$ cat src/rtl/regfile_mp_sb_pkg.sv
// regfile_mp_sb_pkg
// Shared constants and helpers for the multi-port register file with
// busy scoreboard. The top-level parameter defaults are taken from here
// so that every user of the register file agrees on one configuration.
package regfile_mp_sb_pkg;

    localparam int          RF_DATA_WIDTH     = 32;
    localparam int          RF_REG_NUM        = 32;
    localparam int          RF_REG_ADDR_WIDTH = 5;
    localparam logic        RF_RST_ENABLE     = 1'b0;   // reset asserted level
    localparam logic        RF_WR_ENABLE      = 1'b1;   // write enable asserted level
    localparam int          RF_REG_ZERO       = 1;      // register 0 hardwired to zero
    localparam logic [31:0] RF_RST_DATA       = 32'h0000_0000;

    // True when a register address names an implemented register. Only
    // matters when REG_NUM is smaller than the address space.
    function automatic logic addr_in_range(input int unsigned addr,
                                           input int unsigned reg_num);
        return addr < reg_num;
    endfunction

endpackage

$ cat src/rtl/regfile_bypass_mux.sv
// regfile_bypass_mux
// Per-read-port bypass select. Compares one read address against every
// write port; when any enabled write port targets that address the write
// data is forwarded instead of the stored value. With several matching
// ports the highest-index port wins, matching the commit priority of the
// register array.
//
// Ports:
//   rd_addr     - read address of this port
//   wr_en       - per-write-port enable
//   wr_addr     - packed write addresses, port w at [w*ADDR_WIDTH +: ADDR_WIDTH]
//   wr_data     - packed write data, port w at [w*DATA_WIDTH +: DATA_WIDTH]
//   stored_data - value currently held in the register array
//   data        - forwarded or stored value
//   hit         - 1 when some enabled write port targets rd_addr
module regfile_bypass_mux
    import regfile_mp_sb_pkg::*;
#(
    parameter int DATA_WIDTH = RF_DATA_WIDTH,
    parameter int ADDR_WIDTH = RF_REG_ADDR_WIDTH,
    parameter int WR_PORTS   = 2
) (
    input  logic [ADDR_WIDTH-1:0]          rd_addr,
    input  logic [WR_PORTS-1:0]            wr_en,
    input  logic [WR_PORTS*ADDR_WIDTH-1:0] wr_addr,
    input  logic [WR_PORTS*DATA_WIDTH-1:0] wr_data,
    input  logic [DATA_WIDTH-1:0]          stored_data,
    output logic [DATA_WIDTH-1:0]          data,
    output logic                           hit
);

    logic [WR_PORTS-1:0] match;

    genvar gi;
    generate
        for (gi = 0; gi < WR_PORTS; gi++) begin : g_match
            assign match[gi] = (wr_en[gi] == RF_WR_ENABLE) &&
                               (wr_addr[gi*ADDR_WIDTH +: ADDR_WIDTH] == rd_addr);
        end
    endgenerate

    // Ascending scan: a later (higher-index) match overrides an earlier one.
    always_comb begin
        data = stored_data;
        for (int w = 0; w < WR_PORTS; w++) begin
            if (match[w]) begin
                data = wr_data[w*DATA_WIDTH +: DATA_WIDTH];
            end
        end
    end

    assign hit = |match;

endmodule

$ cat src/rtl/regfile_mp_sb.sv
// regfile_mp_sb
// Multi-port integer register file with write-to-read bypass and a
// per-register busy scoreboard for a dual-issue pipeline with
// out-of-order writeback.
//
// Ports:
//   clk          - core clock, all state updates on rising edge
//   rst_n        - asynchronous active-low reset; clears data and busy bits
//   rd_addr_i    - packed read addresses (RD_PORTS x ADDR_WIDTH)
//   rd_data_o    - packed read data, combinational (RD_PORTS x DATA_WIDTH)
//   rd_busy_o    - per read port: operand still awaiting its producer
//   wr_en_i      - per write port enable
//   wr_addr_i    - packed write addresses (WR_PORTS x ADDR_WIDTH)
//   wr_data_i    - packed write data (WR_PORTS x DATA_WIDTH)
//   alloc_en_i   - issue allocates a destination register
//   alloc_addr_i - register being allocated
//   flush_i      - clears every busy bit
//   busy_vec_o   - registered scoreboard state
module regfile_mp_sb
    import regfile_mp_sb_pkg::*;
#(
    parameter int DATA_WIDTH  = RF_DATA_WIDTH,
    parameter int REG_NUM     = RF_REG_NUM,
    parameter int ADDR_WIDTH  = RF_REG_ADDR_WIDTH,
    parameter int RD_PORTS    = 2,
    parameter int WR_PORTS    = 2,
    parameter int ZERO_REG_EN = RF_REG_ZERO
) (
    input  logic                           clk,
    input  logic                           rst_n,
    input  logic [RD_PORTS*ADDR_WIDTH-1:0] rd_addr_i,
    output logic [RD_PORTS*DATA_WIDTH-1:0] rd_data_o,
    output logic [RD_PORTS-1:0]            rd_busy_o,
    input  logic [WR_PORTS-1:0]            wr_en_i,
    input  logic [WR_PORTS*ADDR_WIDTH-1:0] wr_addr_i,
    input  logic [WR_PORTS*DATA_WIDTH-1:0] wr_data_i,
    input  logic                           alloc_en_i,
    input  logic [ADDR_WIDTH-1:0]          alloc_addr_i,
    input  logic                           flush_i,
    output logic [REG_NUM-1:0]             busy_vec_o
);

    localparam logic [DATA_WIDTH-1:0] RST_VALUE = DATA_WIDTH'(RF_RST_DATA);

    logic [DATA_WIDTH-1:0] mem_reg  [REG_NUM];
    logic [DATA_WIDTH-1:0] mem_next [REG_NUM];
    logic [REG_NUM-1:0]    busy_reg;
    logic [REG_NUM-1:0]    busy_next;

    // ------------------------------------------------------------------
    // Register array next state. Ports are applied in ascending order so
    // the highest-index enabled port wins an address collision.
    // ------------------------------------------------------------------
    always_comb begin
        mem_next = mem_reg;
        for (int w = 0; w < WR_PORTS; w++) begin
            if (wr_en_i[w] == RF_WR_ENABLE &&
                addr_in_range(32'(wr_addr_i[w*ADDR_WIDTH +: ADDR_WIDTH]), REG_NUM)) begin
                mem_next[wr_addr_i[w*ADDR_WIDTH +: ADDR_WIDTH]] =
                    wr_data_i[w*DATA_WIDTH +: DATA_WIDTH];
            end
        end
        if (ZERO_REG_EN != 0) begin
            mem_next[0] = '0;
        end
    end

    // ------------------------------------------------------------------
    // Scoreboard next state, one bit per register.
    // Priority: flush clears, then alloc sets (the new producer owns the
    // register even if an older producer writes back in the same cycle),
    // then a writeback clears, else hold.
    // ------------------------------------------------------------------
    genvar gi;
    generate
        for (gi = 0; gi < REG_NUM; gi++) begin : g_sb
            logic wr_hit;
            logic alloc_hit;

            always_comb begin
                wr_hit = 1'b0;
                for (int w = 0; w < WR_PORTS; w++) begin
                    if (wr_en_i[w] == RF_WR_ENABLE &&
                        wr_addr_i[w*ADDR_WIDTH +: ADDR_WIDTH] == ADDR_WIDTH'(gi)) begin
                        wr_hit = 1'b1;
                    end
                end
            end

            assign alloc_hit = alloc_en_i && (alloc_addr_i == ADDR_WIDTH'(gi));

            if (ZERO_REG_EN != 0 && gi == 0) begin : g_zero
                assign busy_next[gi] = 1'b0;
            end else begin : g_normal
                assign busy_next[gi] = flush_i   ? 1'b0 :
                                       alloc_hit ? 1'b1 :
                                       wr_hit    ? 1'b0 :
                                                   busy_reg[gi];
            end
        end
    endgenerate

    always_ff @(posedge clk or negedge rst_n) begin
        if (!rst_n) begin
            for (int r = 0; r < REG_NUM; r++) begin
                mem_reg[r] <= RST_VALUE;
            end
            busy_reg <= '0;
        end else begin
            mem_reg  <= mem_next;
            busy_reg <= busy_next;
        end
    end

    assign busy_vec_o = busy_reg;

    // ------------------------------------------------------------------
    // Read ports. Out-of-range addresses read as zero and never busy.
    // A same-cycle writeback makes the operand ready via the bypass, so
    // the hit flag masks the busy bit.
    // ------------------------------------------------------------------
    generate
        for (gi = 0; gi < RD_PORTS; gi++) begin : g_rd
            logic [ADDR_WIDTH-1:0] addr;
            logic                  valid;
            logic                  is_zero;
            logic [DATA_WIDTH-1:0] stored;
            logic [DATA_WIDTH-1:0] byp_data;
            logic                  byp_hit;

            assign addr    = rd_addr_i[gi*ADDR_WIDTH +: ADDR_WIDTH];
            assign valid   = addr_in_range(32'(addr), REG_NUM);
            assign is_zero = (ZERO_REG_EN != 0) && (addr == '0);
            assign stored  = valid ? mem_reg[addr] : '0;

            regfile_bypass_mux #(
                .DATA_WIDTH (DATA_WIDTH),
                .ADDR_WIDTH (ADDR_WIDTH),
                .WR_PORTS   (WR_PORTS)
            ) u_bypass (
                .rd_addr     (addr),
                .wr_en       (wr_en_i),
                .wr_addr     (wr_addr_i),
                .wr_data     (wr_data_i),
                .stored_data (stored),
                .data        (byp_data),
                .hit         (byp_hit)
            );

            assign rd_data_o[gi*DATA_WIDTH +: DATA_WIDTH] =
                (!rst_n || is_zero || !valid) ? '0 : byp_data;
            assign rd_busy_o[gi] = rst_n && valid && busy_reg[addr] && !byp_hit;
        end
    endgenerate

endmodule

$ cat config.mk
export PLATFORM = sky130hd
export DESIGN_NAME = regfile_mp_sb
export DESIGN_NICKNAME = d
export VERILOG_FILES = /design/src/rtl/regfile_mp_sb_pkg.sv /design/src/rtl/regfile_bypass_mux.sv /design/src/rtl/regfile_mp_sb.sv
export SDC_FILE = /design/constraint.sdc
export NUM_CORES = 2
export LEC_CHECK = 0
export CAP_MARGIN = 20
export CORE_UTILIZATION = 54
export DETAILED_ROUTE_END_ITERATION = 7
export GPL_TIMING_DRIVEN = 0
export PLACE_DENSITY = 0.82
export SYNTH_ARGS = -nofsm -noshare
export SYNTH_HDL_FRONTEND = slang
export SYNTH_SLANG_ARGS = --single-unit
$ cat constraint.sdc
create_clock -name clk -period 11.7 [get_ports clk]
set_input_delay 3.51 -clock clk [delete_from_list [all_inputs] [get_ports clk]]
set_output_delay 3.51 -clock clk [all_outputs]
set_load 0.01 [all_outputs]
==> results.sh, run 1 <==
export IMPL_tritoncts_num_sinks=1023
export IMPL_yosysSeqAreaShare_pct=38.8
export IMPL_average_cell_area_after_synthesis_um2=10.1
export IMPL_run_stop_error="[ERROR GRT-0116] Global routing finished with congestion. Check the congestion regions in the DRC Viewer."
export IMPL_syn_inst=6499
export IMPL_die_height_um=351
export IMPL_syn_num_nets=6594
export IMPL_floorplan_io_pins=193
export IMPL_run_status="did not finish"
export IMPL_port_buffers=118
export IMPL_stop_stage="5_1_grt"
export IMPL_initial_core_util_pct=54.7
export IMPL_post_cts_setup_buffer_count=0
export IMPL_yosys_most_used_dff="sky130_fd_sc_hd__dfrtp_1"
export IMPL_grt_pass1_vias=69400
export IMPL_ys_warn_count=0
export IMPL_synth_enable_flop_cells=0
export IMPL_num_rows=127
export IMPL_floorplan_die_width_um=351
export IMPL_cts_inserted_buffers=117
export IMPL_gr_total_overflow=1
export IMPL_first_pass_grt_wire_length_mm=629
export IMPL_synthesis_area_um2=65900
export IMPL_gpl_final_weighted_congestion=1.29
export IMPL_htree_num_levels=3
export IMPL_cts_max_path_buffers=3
export IMPL_grt_start_max_net_pins=174
export IMPL_clk_root_buffer_cell="sky130_fd_sc_hd__clkbuf_16"
export IMPL_number_of_synthesized_register_bits=1023
export IMPL_asyncSetResetFlopFracSynth_pct=100
export IMPL_dp_final_hpwl_mm=318
export IMPL_place_ws_ns=-0.930
export IMPL_count_of_hold_fix_buffers_inserted_at_cts=0
export IMPL_synth_cell_types=57
export IMPL_dp_cells=8344
export IMPL_overall_track_demand_over_capacity_in_global_routing_pct=77.1
==> synth_stat cells (31+ instances only) <==
cell type | instances | share of area (%)
sky130_fd_sc_hd__buf_2 | 120 | 0.91
sky130_fd_sc_hd__o221ai_1 | 54 | 0.72
sky130_fd_sc_hd__nand2_1 | 336 | 1.9
sky130_fd_sc_hd__o21ai_0 | 251 | 1.9
sky130_fd_sc_hd__mux4_2 | 385 | 13
sky130_fd_sc_hd__a21oi_1 | 851 | 6.5
sky130_fd_sc_hd__dfrtp_1 | 1023 | 39
sky130_fd_sc_hd__mux2i_1 | 1237 | 19
sky130_fd_sc_hd__buf_4 | 42 | 0.48
sky130_fd_sc_hd__o22ai_1 | 47 | 0.45
sky130_fd_sc_hd__nor2b_1 | 36 | 0.34
sky130_fd_sc_hd__mux2_2 | 92 | 1.6
sky130_fd_sc_hd__clkbuf_2 | 31 | 0.24
sky130_fd_sc_hd__a22oi_1 | 100 | 1.1
sky130_fd_sc_hd__clkbuf_1 | 470 | 2.7
sky130_fd_sc_hd__buf_1 | 150 | 0.85
sky130_fd_sc_hd__o32ai_1 | 41 | 0.54
sky130_fd_sc_hd__nor2_1 | 921 | 5.2
==> metrics by stage <==
stage / hold WS (ns) / util [%] / cell area, um2
global placement: 0.567 / 57.4 / 69100
CTS: 0.595 / 62.7 / 75500
floorplan: 0.541 / - / 65900
detailed placement: 0.580 / 59.1 / 71200
==> layer usage <==
| metal | overflow | track usage [%] |
|---|---|---|
| met1 | 0 | 79.4 |
| met2 | 1 | 87.0 |
| met3 | 0 | 69.4 |
| met4 | 0 | 67.2 |
| met5 | 0 | 55.1 |
==> logic make-up after synthesis <==
family                    Yosys count  share of synthesized area, %
AOI/OAI and AO/OA                1496                          13.2
xor gates and xnor gates           20                         0.266
buffers and inverters             830                          5.40
DFF                              1023                          38.8
muxes                            1716                          33.6
other                               1                       0.00569
and+or+nand+nor                  1413                          8.66
==> repair_timing <==
item	CTS
gates cloned	1
endpoints found under the setup margin	43
gates resized for setup	20
==> run 2: changes to the inputs <==
- CORE_UTILIZATION: 54 -> 39
- PLACE_DENSITY: 0.82 -> unset
- PLACE_DENSITY_LB_ADDON: unset -> 0.15
==> run 2 against run 1 <==
  * The flow now finishes, with violations (DRC, setup timing)
  * Area after synthesis did not move
  * Synthesized cell count did not move
==> results.sh, run 2 <==
export IMPL_gr_total_overflow=0
export IMPL_combined_buffer_and_inverter_count_along_the_critical_path=6
export IMPL_die_height_um=413
export IMPL_yosysSeqAreaShare_pct=38.8
export IMPL_asyncSetResetFlopFracSynth_pct=100
export IMPL_power_switching_share_pct=38.3
export IMPL_critical_path_class="input pin to primary output"
export IMPL_cp_end_kind="primary output"
export IMPL_violations="DRC, setup timing"
export IMPL_vias_per_cell=7.22
export IMPL_synth_largest_type_area_fraction_pct=38.8
export IMPL_path_max_fanout=10
export IMPL_syn_num_nets=6594
export IMPL_crit_family="buffers and inverters"
export IMPL_slew_violations=0
export IMPL_port_buffers=118
export IMPL_core_area_um2=167000
export IMPL_stdcell_area_um2=77100
export IMPL_timing_final_crit_period_ns=12.18
export IMPL_relSlewSlack_pct=6.07
export IMPL_grt_setup_unrepaired="false"
export IMPL_drt_total_wl_mm=490
export IMPL_leading_post_synthesis_cells_by_instance_count="1237 x sky130_fd_sc_hd__mux2i_1, 1023 x sky130_fd_sc_hd__dfrtp_1, 921 x sky130_fd_sc_hd__nor2_1"
export IMPL_overall_track_demand_over_capacity_in_global_routing_pct=56.3
export IMPL_final_setup_worst_slack_ns=-0.481
export IMPL_average_cell_area_after_synthesis_um2=10.1
export IMPL_num_rows=150
export IMPL_drive_above_1_share_pct=16.2
export IMPL_yosys_most_used_dff="sky130_fd_sc_hd__dfrtp_1"
export IMPL_crit_top_cell="sky130_fd_sc_hd__clkbuf_1"
export IMPL_antenna_violating_nets_post_route=0
export IMPL_power_net_switching_mw=5.45
export IMPL_synth_top_cell_by_area="sky130_fd_sc_hd__dfrtp_1"
export IMPL_seq_power_share_pct=38.0
export IMPL_place_ws_ns=-1.02
export IMPL_layout_commonest_cell="sky130_fd_sc_hd__mux2i_1"
export IMPL_area_delta_synth_final_pct=17.0
export IMPL_htree_num_levels=4
export IMPL_final_setup_tns_ns=-11.06
export IMPL_die_area_um2=171000
export IMPL_internal_power_mw=8.79
export IMPL_placed_area_um2=71900
export IMPL_synth_cell_types=57
export IMPL_timing_critical_path_slowest_stage_cell="sky130_fd_sc_hd__clkbuf_1"
export IMPL_cts_max_path_buffers=3
export IMPL_timing_max_cap_violations=0
export IMPL_initial_core_util_pct=39.4
export IMPL_hold_path_class="flop to flop"
export IMPL_grt_start_max_net_pins=164
export IMPL_synth_enable_flop_cells=0
export IMPL_p_per_area_nw_per_um2=185
export IMPL_crit_path_max_incr_delay_ns=0.95
export IMPL_setup_violations=55
export IMPL_cts_tree="done"
export IMPL_post_synth_main_area_contributors="sky130_fd_sc_hd__dfrtp_1 39%, sky130_fd_sc_hd__mux2i_1 19%, sky130_fd_sc_hd__mux4_2 13%"
export IMPL_crit_chain="clkdlybuf4s50_1, clkbuf_1, and3_1, clkbuf_1, or3b_1, clkbuf_1, buf_2, o32ai_2, clkdlybuf4s50_1"
export IMPL_clkSlewWorstSetupHoldPaths_ns=0.05
export IMPL_cts_inserted_buffers=135
export IMPL_synthesis_area_um2=65900
export IMPL_vias=66800
export IMPL_number_of_synthesized_register_bits=1023
export IMPL_first_pass_grt_wire_length_mm=619
export IMPL_detailedRoute_firstPassIterationCount=8
export IMPL_combinationalPowerShare_pct=30.4
export IMPL_min_period_over_period_pct=104
export IMPL_crit_required_ns=8.19
export IMPL_largest_register_ffs=992
export IMPL_grt_pass1_vias=60700
export IMPL_finClkSkew_ns=0
export IMPL_startpoint_type="input pin"
export IMPL_vdd_ir_drop_worst_mv=0.146
export IMPL_ys_warn_count=0
export IMPL_dp_final_hpwl_mm=370
export IMPL_detail_route_drc_violations=6
export IMPL_drt_iter0_markers=11700
export IMPL_power_static_leakage_nw=33.1
export IMPL_clk_root_buffer_cell="sky130_fd_sc_hd__clkbuf_16"
export IMPL_post_route_util_pct=46.1
export IMPL_tritoncts_num_sinks=1023
export IMPL_syn_inst=6499
export IMPL_fmax_ghz=0.0821
export IMPL_pwr_share_clk_pct=31.6
export IMPL_worst_skew_pair_late_latency_ns=0.85
export IMPL_tightestPinTransition_ns=1.39
export IMPL_timing_final_hold_violations=0
export IMPL_critical_path_arrival_ns=8.67
export IMPL_synthMostInstantiatedCell="sky130_fd_sc_hd__mux2i_1"
export IMPL_power_total_mw=14.2
export IMPL_num_nets_final=6971
export IMPL_grt_antenna_before_repair=72
export IMPL_wl_per_cell_um=53.0
export IMPL_run_status="finished, violations left"
export IMPL_floorplan_die_width_um=413
export IMPL_layout_common_cells="1236 x sky130_fd_sc_hd__mux2i_1, 1023 x sky130_fd_sc_hd__dfrtp_1, 920 x sky130_fd_sc_hd__nor2_1, 851 x sky130_fd_sc_hd__a21oi_1, 448 x sky130_fd_sc_hd__clkbuf_1"
export IMPL_floorplan_io_pins=193
export IMPL_gpl_final_weighted_congestion=1.14
[run 2: cell counts after synthesis]
No cell type changed its count.
[run 2: worst min-delay path: cells and delay by family, from the launching register on]
family	cells	cell delay, ns
and+or+nand+nor	1	0.09
AOI/OAI and AO/OA	1	0.08
DFF	1	0.38
[run 2: per-layer routing]
layer	share of wire [%]	vias to the layer above	wire length (um)	track usage, %
met4	8.8	72	42900	40.8
met3	17	1842	81300	35.0
li1	-	24500	-	-
met1	36	33900	177000	66.1
met2	38	6450	187000	73.2
met5	0.31	-	1520	5.09
[run 2: layout make-up]
class / count / area, um2
timing repair buffer: 245 / 3400
clock buffer: 202 / 4020
antenna: 58 / 145
tap: 2204 / 2760
clock inverter: 40 / 611
multi-input combinational: 4646 / 36900
fill: 16100 / 90300
buffer: 819 / 3660
inverter: 6 / 22.5
sequential: 1023 / 25600
[run 2: path summary, 6_finish.rpt]
check	cells after the start	slack, ns	startpoint	end
max	9	-0.48	wr_en_i[1]	rd_data_o[34]
min	2	0.59	busy_vec_o[19]	busy_vec_o[19]
max reg2reg	3	10.51	mem_reg[799]	mem_reg[799]
min reg2reg	2	0.59	busy_vec_o[19]	busy_vec_o[19]
max in group asynchronous	4	6.67	rst_n	mem_reg[539]
min in group asynchronous	1	2.60	rst_n	mem_reg[968]
[run 2: logic make-up (layout without fill, tap and decap cells)]
| group | Yosys count | in the layout | synth area share [%] |
|---|---|---|---|
| multiplexers | 1716 | 1716 | 33.6 |
| flip-flops | 1023 | 1023 | 38.8 |
| AO/OA/AOI/OAI | 1496 | 1496 | 13.2 |
| XOR/XNOR | 20 | 20 | 0.266 |
| AND/OR/NAND/NOR | 1413 | 1413 | 8.66 |
| other | 1 | 59 | 0.00569 |
| buffers and inverters | 830 | 1312 | 5.40 |
[run 2: what timing repair did]
item | CTS | global route
endpoints found under the setup margin | 44 | 17
pin swaps | 1 | 1
cloned | 0 | 0
hold buffers | 0 | 0
resized for setup | 37 | 16
setup buffers | 1 | 0
[run 2: stage by stage]
| step | cells | hold WS [ns] |
|---|---|---|
| 2_1_floorplan | 6499 | 0.541 |
| 3_3_place_gp | 8821 | 0.563 |
| 3_5_place_dp | 8931 | 0.573 |
| 4_1_cts | 9169 | 0.588 |
| 5_1_grt | 9197 | 0.614 |
| 6_report | 9243 | 0.590 |
[run 2: power by group through the flow]
stage	Combinational, mW	Sequential (mW)	Clock [mW]
2_1_floorplan	2.38	5.00	0
3_3_place_gp	3.88	5.36	0
3_5_place_dp	3.98	5.37	0
4_1_cts	3.99	5.32	4.46
5_1_grt	4.36	5.46	4.59
6_report	4.33	5.40	4.50
Power figures use the tool's default switching activity.
